### config.mk
export PLATFORM = sky130hd
export DESIGN_NAME = parity_stream_scheduler_flat
export DESIGN_NICKNAME = d
export VERILOG_FILES = /design/src/rtl/parity_stream_scheduler_pkg.sv /design/src/rtl/parity_stream_scheduler_if.sv /design/src/rtl/parity_stream_scheduler_rr_arbiter.sv /design/src/rtl/parity_stream_scheduler.sv /design/src/flat_wrapper.sv
export SDC_FILE = /design/constraint.sdc
export NUM_CORES = 1
export LEC_CHECK = 0
export ABC_AREA = 1
export CAP_MARGIN = 20
export CORE_MARGIN = 1
export CORE_UTILIZATION = 41
export CTS_BUF_LIST = sky130_fd_sc_hd__clkbuf_4 sky130_fd_sc_hd__clkbuf_8
export DETAILED_ROUTE_END_ITERATION = 8
export PLACE_DENSITY = 0.76
export SLEW_MARGIN = 20
export SYNTH_ARGS = -nofsm -noshare
export SYNTH_HDL_FRONTEND = slang
export SYNTH_SLANG_ARGS = --single-unit
### constraint.sdc
create_clock -name clk -period 2.01 [get_ports clk]
set_clock_uncertainty 0.05 [all_clocks]
set_input_delay 0.3015 -clock clk [delete_from_list [all_inputs] [get_ports clk]]
set_output_delay 0.3015 -clock clk [all_outputs]
set_load 0.05 [all_outputs]
### src/rtl/parity_stream_scheduler_pkg.sv
// rtl/parity_stream_scheduler_pkg.sv - shared constants and FSM encoding for the parity stream scheduler
package parity_pkg;

    localparam logic [7:0] CH_0           = 8'h30;
    localparam logic [7:0] CH_1           = 8'h31;
    localparam logic [7:0] CH_SP          = 8'h20;
    localparam int         CHARS_PER_WORD = 4;

    typedef enum logic [2:0] {
        IDLE,
        GRANT,
        CLEAR,
        FEED,
        DRAIN,
        RESP
    } state_t;

endpackage

### src/rtl/parity_stream_scheduler_if.sv
// rtl/parity_stream_scheduler_if.sv - requester request/response bus
interface parity_stream_scheduler_if #(
    parameter int NREQ = 4
);
    localparam int IW = $clog2(NREQ);

    logic [NREQ-1:0]    req;
    logic [NREQ*32-1:0] req_data;
    logic [NREQ-1:0]    gnt;
    logic               rsp_valid;
    logic [IW-1:0]      rsp_id;
    logic [31:0]        rsp_data;
    logic               rsp_ready;

    modport master (
        output req, req_data, rsp_ready,
        input  gnt, rsp_valid, rsp_id, rsp_data
    );

    modport slave (
        input  req, req_data, rsp_ready,
        output gnt, rsp_valid, rsp_id, rsp_data
    );
endinterface

### src/rtl/parity_stream_scheduler_rr_arbiter.sv
// rtl/parity_stream_scheduler_rr_arbiter.sv - combinational round-robin pick starting at ptr
module rr_arbiter #(
    parameter  int NREQ = 4,
    localparam int IW   = $clog2(NREQ)
) (
    input  logic [NREQ-1:0] req,
    input  logic [IW-1:0]   ptr,
    output logic [NREQ-1:0] win,
    output logic [IW-1:0]   win_idx
);

    // scan from the farthest index back to ptr so the nearest set request overrides
    always_comb begin
        win     = '0;
        win_idx = '0;
        for (int i = NREQ - 1; i >= 0; i--) begin
            if (req[(int'(ptr) + i) % NREQ]) begin
                win                               = '0;
                win[(int'(ptr) + i) % NREQ]       = 1'b1;
                win_idx                           = IW'((int'(ptr) + i) % NREQ);
            end
        end
    end

endmodule

### src/rtl/parity_stream_scheduler.sv
// rtl/parity_stream_scheduler.sv - shares one character-serial parity generator among NREQ requesters
module parity_stream_scheduler
    import parity_pkg::*;
#(
    parameter int NREQ   = 4,
    parameter int PG_LAT = 1
) (
    input  logic                        clk,
    input  logic                        rst,
    parity_stream_scheduler_if.slave    bus,
    output logic                        pg_clr,
    output logic                        pg_valid,
    output logic [7:0]                  pg_in,
    input  logic [7:0]                  pg_out
);

    localparam int IW = $clog2(NREQ);

    state_t          state, state_nx;
    logic [IW-1:0]   ptr;
    logic [IW-1:0]   idx_q;
    logic [NREQ-1:0] win_q;
    logic [NREQ-1:0] arb_win;
    logic [IW-1:0]   arb_idx;
    logic [31:0]     word_q;
    logic [31:0]     shift_q;
    logic [2:0]      el;
    logic [2:0]      cap_cnt;
    logic            cap_en;

    rr_arbiter #(.NREQ(NREQ)) u_arb (
        .req     (bus.req),
        .ptr     (ptr),
        .win     (arb_win),
        .win_idx (arb_idx)
    );

    // pg_out lags pg_in by PG_LAT, so capture opens PG_LAT cycles into FEED
    assign cap_en = ((state == FEED) || (state == DRAIN))
                    && (int'(el) >= PG_LAT)
                    && (cap_cnt < 3'(CHARS_PER_WORD));

    assign bus.rsp_id   = idx_q;
    assign bus.rsp_data = shift_q;

    // state register
    always_ff @(posedge clk or negedge rst) begin
        if (!rst) state <= IDLE;
        else      state <= state_nx;
    end

    // next state and per-state outputs
    always_comb begin
        state_nx      = state;
        pg_clr        = 1'b0;
        pg_valid      = 1'b0;
        pg_in         = CH_SP;
        bus.gnt       = '0;
        bus.rsp_valid = 1'b0;
        case (state)
            IDLE:  if (|bus.req) state_nx = GRANT;
            GRANT: begin
                bus.gnt  = win_q;
                state_nx = CLEAR;
            end
            CLEAR: begin
                pg_clr   = 1'b1;
                state_nx = FEED;
            end
            FEED: begin
                pg_valid = 1'b1;
                pg_in    = word_q[31:24];
                if (el == 3'd3) state_nx = (PG_LAT == 0) ? RESP : DRAIN;
            end
            DRAIN: if (el == 3'(3 + PG_LAT)) state_nx = RESP;
            RESP: begin
                bus.rsp_valid = 1'b1;
                if (bus.rsp_ready) state_nx = IDLE;
            end
            default: state_nx = IDLE;
        endcase
    end

    // winner latch, pointer advance, word latch and feed/drain cycle counter
    always_ff @(posedge clk or negedge rst) begin
        if (!rst) begin
            ptr    <= '0;
            idx_q  <= '0;
            win_q  <= '0;
            word_q <= {4{CH_SP}};
            el     <= '0;
        end else begin
            case (state)
                IDLE: if (|bus.req) begin
                    win_q <= arb_win;
                    idx_q <= arb_idx;
                end
                GRANT: begin
                    word_q <= bus.req_data[32*idx_q +: 32];
                    ptr    <= (idx_q == IW'(NREQ - 1)) ? '0 : idx_q + 1'b1;
                end
                CLEAR: el <= '0;
                FEED: begin
                    word_q <= {word_q[23:0], CH_SP};
                    el     <= el + 3'd1;
                end
                DRAIN: el <= el + 3'd1;
                default: ;
            endcase
        end
    end

    // result shift register, first captured character ends up in [31:24]
    always_ff @(posedge clk or negedge rst) begin
        if (!rst) begin
            shift_q <= {4{CH_SP}};
            cap_cnt <= '0;
        end else if (state == CLEAR) begin
            cap_cnt <= '0;
        end else if (cap_en) begin
            shift_q <= {shift_q[23:0], pg_out};
            cap_cnt <= cap_cnt + 3'd1;
        end
    end

endmodule

### src/flat_wrapper.sv
// flat-port wrapper written by rule: the top's interface ports become plain ports
module parity_stream_scheduler_flat import parity_pkg::*;
#(
    parameter int NREQ   = 4,
    parameter int PG_LAT = 1
)
  (clk, rst, pg_clr, pg_valid, pg_in, pg_out, bus_req, bus_req_data, bus_rsp_ready, bus_gnt, bus_rsp_valid, bus_rsp_id, bus_rsp_data);
  parity_stream_scheduler_if #(.NREQ(NREQ)) bus_i ();
  input  logic clk;
  input  logic rst;
  output logic pg_clr;
  output logic pg_valid;
  output logic [7:0] pg_in;
  input  logic [7:0] pg_out;
  input wire logic [$bits(bus_i.req)-1:0] bus_req;
  input wire logic [$bits(bus_i.req_data)-1:0] bus_req_data;
  input wire logic [$bits(bus_i.rsp_ready)-1:0] bus_rsp_ready;
  output wire logic [$bits(bus_i.gnt)-1:0] bus_gnt;
  output wire logic [$bits(bus_i.rsp_valid)-1:0] bus_rsp_valid;
  output wire logic [$bits(bus_i.rsp_id)-1:0] bus_rsp_id;
  output wire logic [$bits(bus_i.rsp_data)-1:0] bus_rsp_data;
  assign bus_i.req = bus_req;
  assign bus_i.req_data = bus_req_data;
  assign bus_i.rsp_ready = bus_rsp_ready;
  assign bus_gnt = bus_i.gnt;
  assign bus_rsp_valid = bus_i.rsp_valid;
  assign bus_rsp_id = bus_i.rsp_id;
  assign bus_rsp_data = bus_i.rsp_data;
  parity_stream_scheduler #(.NREQ(NREQ), .PG_LAT(PG_LAT)) u_core (.clk(clk), .rst(rst), .bus(bus_i), .pg_clr(pg_clr), .pg_valid(pg_valid), .pg_in(pg_in), .pg_out(pg_out));
endmodule
Word-level counts from Yosys, hierarchy flattened
Index checks and enable logic that the tools add are counted.
{ "word_totals": {"regBits": 81, "in_bits": 143, "output_inout_bits": 49} }
{ "op_classes": {"addsub": 6, "magnitude_cmp": 10, "n_eq_ne": 12, "shift": 1, "mux": 42, "n_bitwise": 4, "reduce_logical": 19} }
{ "ops": {"columns": ["operator", "n"], "rows": [
  ["variable part select 128 x 8 -> 32 bit", 1],
  ["case mux 32 bit (2 select lines)", 1],
  ["2-to-1 mux 4 bit", 5],
  ["2-to-1 mux 3 bit", 6],
  ["case mux 3 bit (6 select lines)", 1],
  ["2-to-1 mux 1 bit", 14],
  [">= comparator 3 x 1 -> 1 bit (second input constant)", 4],
  ["less-than comparator 3 x 4 -> 1 bit (second input constant)", 3],
  ["2-to-1 mux 2 bit", 5],
  ["equality test 3 x 2 -> 1 bit (second input constant)", 3],
  ["equality test 3 bit (second input constant)", 3],
  ["binary-select mux 1 bit (select 2 bit)", 4],
  ["demux 1 bit (select 2 bit)", 4],
  ["2-to-1 mux 8 bit", 1],
  ["OR reduction 2 bit", 4],
  ["adder 3 x 1 -> 3 bit (second input constant)", 2],
  ["logical AND 1 bit", 6],
  ["!= test 2 bit (second input constant)", 3],
  ["case mux 3 bit (2 select lines)", 1],
  ["nonzero test 2 bit", 3],
  ["adder 2 x 1 -> 2 bit (second input constant)", 2],
  ["adder 2 bit (second input constant)", 2],
  ["AND reduction 2 bit", 2],
  ["AND reduction 4 bit", 1],
  ["other kinds (11)", 13]
]} }

Depth between registers and ports, before layout
Gate-level depths: netlist of the first run.
{ "logic_depth": {"depth_word": 11, "mapped_depth": 11, "ltp_nobuf": 11} }

By module
Synthesis of the first run repeated with hierarchy kept, for this count alone.
{ "hier_totals": {"hier_cells": 713, "hier_area_um2": 4981.0} }
{ "by_module_without_submodules": {"columns": ["mod", "instances", "cells_per_inst", "area_each_um2"], "rows": [
  ["parity_stream_scheduler", 1, 629, 4525.6],
  ["rr_arbiter", 1, 84, 455.4]
]} }

Worst setup path after synthesis of the first run
Ideal clock, no wire load.
{ "synth_timing": {"path_type": "flip-flop to flip-flop", "from": "register u_core.state[0]", "to": "register u_core.el[0]", "setup_ns": 0.127, "arrival_ns": 2.098, "t_required_ns": 1.833, "slack_ns": -0.265, "stages_incl_launch_ff": 5, "n_path_buf": 0, "synth_period_minus_slack_ns": 2.275, "path_cell_list": "dfrtp_1 -> nor3_1 -> inv_1 -> nand2_1 -> o21ai_0"} }
{ "synth_via": {"elab_chain_cells": 3, "elab_cells_between_ends": 6, "classes_between": "3 x eq/ne; 1 x mux; 2 x reduce/logical"} }
{ "synth_rtl": {"columns": ["item", "line_no", "text"], "rows": [
  ["start, declared", "parity_stream_scheduler.sv:19", "state_t state, state_nx;"],
  ["start signal, assigned", "parity_stream_scheduler.sv:49", "else state <= state_nx;"],
  ["equality test 3 bit / equality test 3 x 2 -> 1 bit (equally long branches)", "parity_stream_scheduler.sv:93", "case (state)"],
  ["OR reduction 2 bit (no source line)", null, null],
  ["case mux 3 bit (2 select lines) / nonzero test 2 bit (equally long branches)", null, null],
  ["end signal, assigned", "parity_stream_scheduler.sv:105", "el <= el + 3'd1;"],
  ["end signal, assigned", "parity_stream_scheduler.sv:107", "DRAIN: el <= el + 3'd1;"],
  ["end, declared", "parity_stream_scheduler.sv:27", "logic [2:0] el;"]
]} }
Parallel ways exist; a longest one is shown, timed or not.
A chain may end at the register's enable or synchronous reset.

Worst setup path after layout of the first run
{ "layout_timing": {"from": "register u_core.state[2]", "to": "output pg_in[3]"} }
{ "layout_via": {"elab_chain_cells": 2} }
{ "layout_rtl": {"columns": ["item", "line_no", "text"], "rows": [
  ["equality test 3 x 2 -> 1 bit", "parity_stream_scheduler.sv:60", "case (state)"],
  ["2-to-1 mux 8 bit", "parity_stream_scheduler.sv:60", null],
  ["end, declared", "flat_wrapper.sv:13", "output logic [7:0] pg_in;"]
]} }
Every way passes these cells.

==> results of run 1 <==
-- repair_timing --
action / 4_1_cts / 5_1_grt
hold buffers: 1 / 0
setup endpoints to repair: 3 / 10
gates resized for setup: 3 / 4
endpoints found under the hold margin: 33 / 0
-- layout by cell type, fill, tap and decap left out, types with 2 or more instances in the layout --
master / instances
clkdlybuf4s50_1: 169
clkinv_4: 2
o21ai_1: 18
buf_4: 18
nor2_2: 14
nand3_1: 26
a21oi_1: 5
buf_12: 20
nor3_2: 2
inv_1: 78
o22ai_1: 34
ha_1: 14
nand2_1: 93
bufinv_16: 3
inv_2: 7
o21ai_2: 13
dfrtp_1: 72
clkbuf_8: 10
nor2_1: 84
dfstp_2: 8
nand4_1: 2
o221ai_1: 23
a21oi_2: 16
o21ai_0: 66
nor2_4: 11
-- metrics by stage --
step           setup WS (ns)  hold WS, ns  area (um^2)  instances
5_1_grt              -0.0659        0.455         7460        965
3_3_place_gp           0.303        0.264         7180        948
2_1_floorplan        -0.0855      -0.0441         4970        633
4_1_cts               0.0161        0.425         7450        965
3_5_place_dp           0.237        0.270         7180        948
6_report              0.0528        0.434         7460        965
-- how the worst max path moves through the flow --
stage / start / endpoint / slack, ns / depth (start not counted)
after CTS: u_core.state[2]$_DFFE_PN0P_ / pg_in[4] / 0.02 / 6
after global placement: u_core.ptr[1]$_DFFE_PN0N_ / u_core.win_q[3]$_DFFE_PN0P_ / 0.30 / 10
after floorplan: u_core.state[2]$_DFFE_PN0P_ / pg_in[0] / -0.09 / 6
after detailed placement: u_core.ptr[1]$_DFFE_PN0N_ / u_core.bus.rsp_id[0]$_DFFE_PN0P_ / 0.24 / 11
after global routing: u_core.state[2]$_DFFE_PN0P_ / pg_in[2] / -0.07 / 6
final: u_core.state[2]$_DFFE_PN0P_ / pg_in[3] / 0.05 / 6
-- critical path: stages, from the launching register on --
cell and delay [ns]:
dfrtp_1 0.42, inv_2 0.13, nand2_4 0.09, nor2_8 0.15
inv_2 0.12, nor2_1 0.20, buf_12 0.17
-- sequential cells by signal (all words and copies together) (netlist names) --
| signal | count |
|---|---|
| u_core.state | 3 |
| u_core.win_q | 4 |
| u_core.bus.rsp_data | 32 |
| u_core.cap_cnt | 3 |
| u_core.el | 3 |
| u_core.word_q | 32 |
| u_core.bus.rsp_id | 2 |
| u_core.ptr | 2 |
-- layout make-up --
cell class	instances	share of cell area (%)
clock inverters	6	1.54
clock buffers	10	1.85
well taps	143	2.40
multi-input cells	431	32.5
repair buffers	209	30.1
flip-flops and latches	81	27.3
inverters	85	4.28
-- power by group --
| group | internal (uW) | total, uW | switching [uW] |
|---|---|---|---|
| clock | 863 | 1450 | 591 |
| sequential | 2480 | 2920 | 436 |
| combinational | 2940 | 8160 | 5220 |
-- logic make-up after synthesis --
kind of cell,Yosys count
fa+ha+maj,14
buf+inv,121
compound gates,179
flops,81
simple gates,238
-- routing by layer --
metal	wire length, um	up-vias	GRT usage [%]
met4	417	0	8.71
met2	7410	188	41.6
met1	6170	2358	29.4
met3	793	32	3.97
li1	-	2465	-
met5	0	-	0
==> results.yml, run 1 <==
pwr:
  power_density_mw_per_mm2: 1680
  irDropWorstVdd_mv: 0.921
  power.total_uw: 12500
  leakagePower_uw: 0.00328
yosys:
  synth_common_cells: "93 x nand2_1, 90 x nor2_1, 78 x inv_1, 73 x dfrtp_1, 66 x o21ai_0"
  syn_avg_cell_area_um2: 7.84
  synth_ff_type: "dfrtp_1"
  synth_cells: 633
  synth_compound_area_share_pct: 23.2
  synth_edf_count: 0
  synthesis.area_mm2: 0.00496
  async_flop_share_pct: 100
  yosysUniqueCellTypes: 35
  synth_nets: 790
  synth_top_family_by_area: "compound AO/OA/AOI/OAI gates"
  yosys_warnings: 0
  synth_simple_gate_area_share_pct: 21.7
  ys_seq_elements: 81
  synth.most_common_cell: "nand2_1"
  ys_seq_area_share_pct: 41.1
  synth_area_leaders: "dfrtp_1 37%, nand2_1 7.0%, nor2_1 6.8%"
  synth.area.mux_share_pct: 0
  synth_adder_area_share_pct: 3.53
  synth_top_area_share_pct: 36.8
  yosysTopAreaCell: "dfrtp_1"
  synth_xor_area_share_pct: 0
job:
  maxCapViolations: 0
hold_path:
  min_path_cells: 2
  hold_path.startpoint: "u_core.bus.rsp_data[29]$_DFFE_PN1P_"
  hp-class: "reg2reg"
  min_to: "u_core.bus.rsp_data[29]$_DFFE_PN1P_"
drt:
  drt-initial-drc-count: 391
  vias_per_cell: 5.23
  drc: 5
  vias: 5043
  postRouteWirelength_um: 14800
  first_pass_iters: 7
  ant_nets: 0
  post_drt_wl_per_cell_um: 15.3
grt:
  grt_max_degree: 69
  grt_pass1_vias: 4973
  grt-ovfl-total: 0
  grt_first_pass_wirelength_um: 23800
  grt_usage_pct: 23.7
  antenna_found_initial: 0
clock_network:
  clk_pin_slew_worst_paths_ns: 0.09
  cts_made_buffers: 9
  root_buffer: "clkbuf_8"
  clk_latency_ns: 0.34
  clockBufferDepth: 2
  h-tree-depth: 3
  cts.sink_count: 81
  post_cts_buffers: 0
  cts_tree: "yes"
sta:
  setup_violations: 0
  fmax_mhz: 511
  period_share_pct: 97.4
  finalCriticalPeriod_ns: 1.96
  hold_violations: 0
  rsz0062_at_grt: "yes"
  maxSlewHeadroom_pct: 64.4
  tns_ns: 0
  tightest_slew_ns: 0.532
  finalMaxSlewViolations: 0
run_status:
  violations: "DRC"
  outcome: "complete, but fails checks"
die:
  core_area_mm2: 0.0116
  rows: 39
  io_pins: 192
  start_util_pct: 42.7
  die_w_um: 112
  dieArea_mm2: 0.0125
  die_y_um: 112
critical_path:
  worst_setup_path_end_kind: "primary output"
  cp_max_fo: 9
  reg2reg_to: "u_core.win_q[3]$_DFFE_PN0P_"
  rr_worst_depth: 11
  crit_arrival_ns: 1.61
  r2r_start: "u_core.ptr[1]$_DFFE_PN0N_"
  crit_type: "reg2out"
  crit_path_start_kind: "flip-flop"
  worstPathRequired_ns: 1.66
  r2r_setup_slack_ns: 0.18
layout:
  multi_input_area_mm2: 0.00242
  final_core_util_pct: 64.2
  fillCellCount: 1016
  area_growth_pct: 50.3
  drive_gt1_share_pct: 15.9
  nets: 974
  n_antenna_cell: 0
  layout.area.seq_mm2: 0.00204
place:
  hpwlAfterDp_um: 11200
  io_buffers: 191
  gp_congestion: 0.922
No activity file was read; power rests on OpenSTA's default activity.
==> run 2: changes to the inputs <==
--- a/config.mk
+++ b/config.mk
@@ -9,8 +9,9 @@
 export CAP_MARGIN = 20
 export CORE_MARGIN = 1
 export CORE_UTILIZATION = 41
-export CTS_BUF_LIST = sky130_fd_sc_hd__clkbuf_4 sky130_fd_sc_hd__clkbuf_8
+export CTS_BUF_LIST = sky130_fd_sc_hd__clkbuf_8
 export DETAILED_ROUTE_END_ITERATION = 8
+export HOLD_SLACK_MARGIN = 0.03
 export PLACE_DENSITY = 0.76
 export SLEW_MARGIN = 20
 export SYNTH_ARGS = -nofsm -noshare
==> results of run 2 <==
No change in the layout: final DEF, timing and power equal those of run 1.
==> run 3: changes to the inputs <==
--- a/config.mk
+++ b/config.mk
@@ -11,7 +11,6 @@
 export CORE_UTILIZATION = 41
 export CTS_BUF_LIST = sky130_fd_sc_hd__clkbuf_8
 export DETAILED_ROUTE_END_ITERATION = 8
-export HOLD_SLACK_MARGIN = 0.03
 export PLACE_DENSITY = 0.76
 export SLEW_MARGIN = 20
 export SYNTH_ARGS = -nofsm -noshare
==> results of run 3 <==
No change in the layout: final DEF, timing and power equal those of run 1.
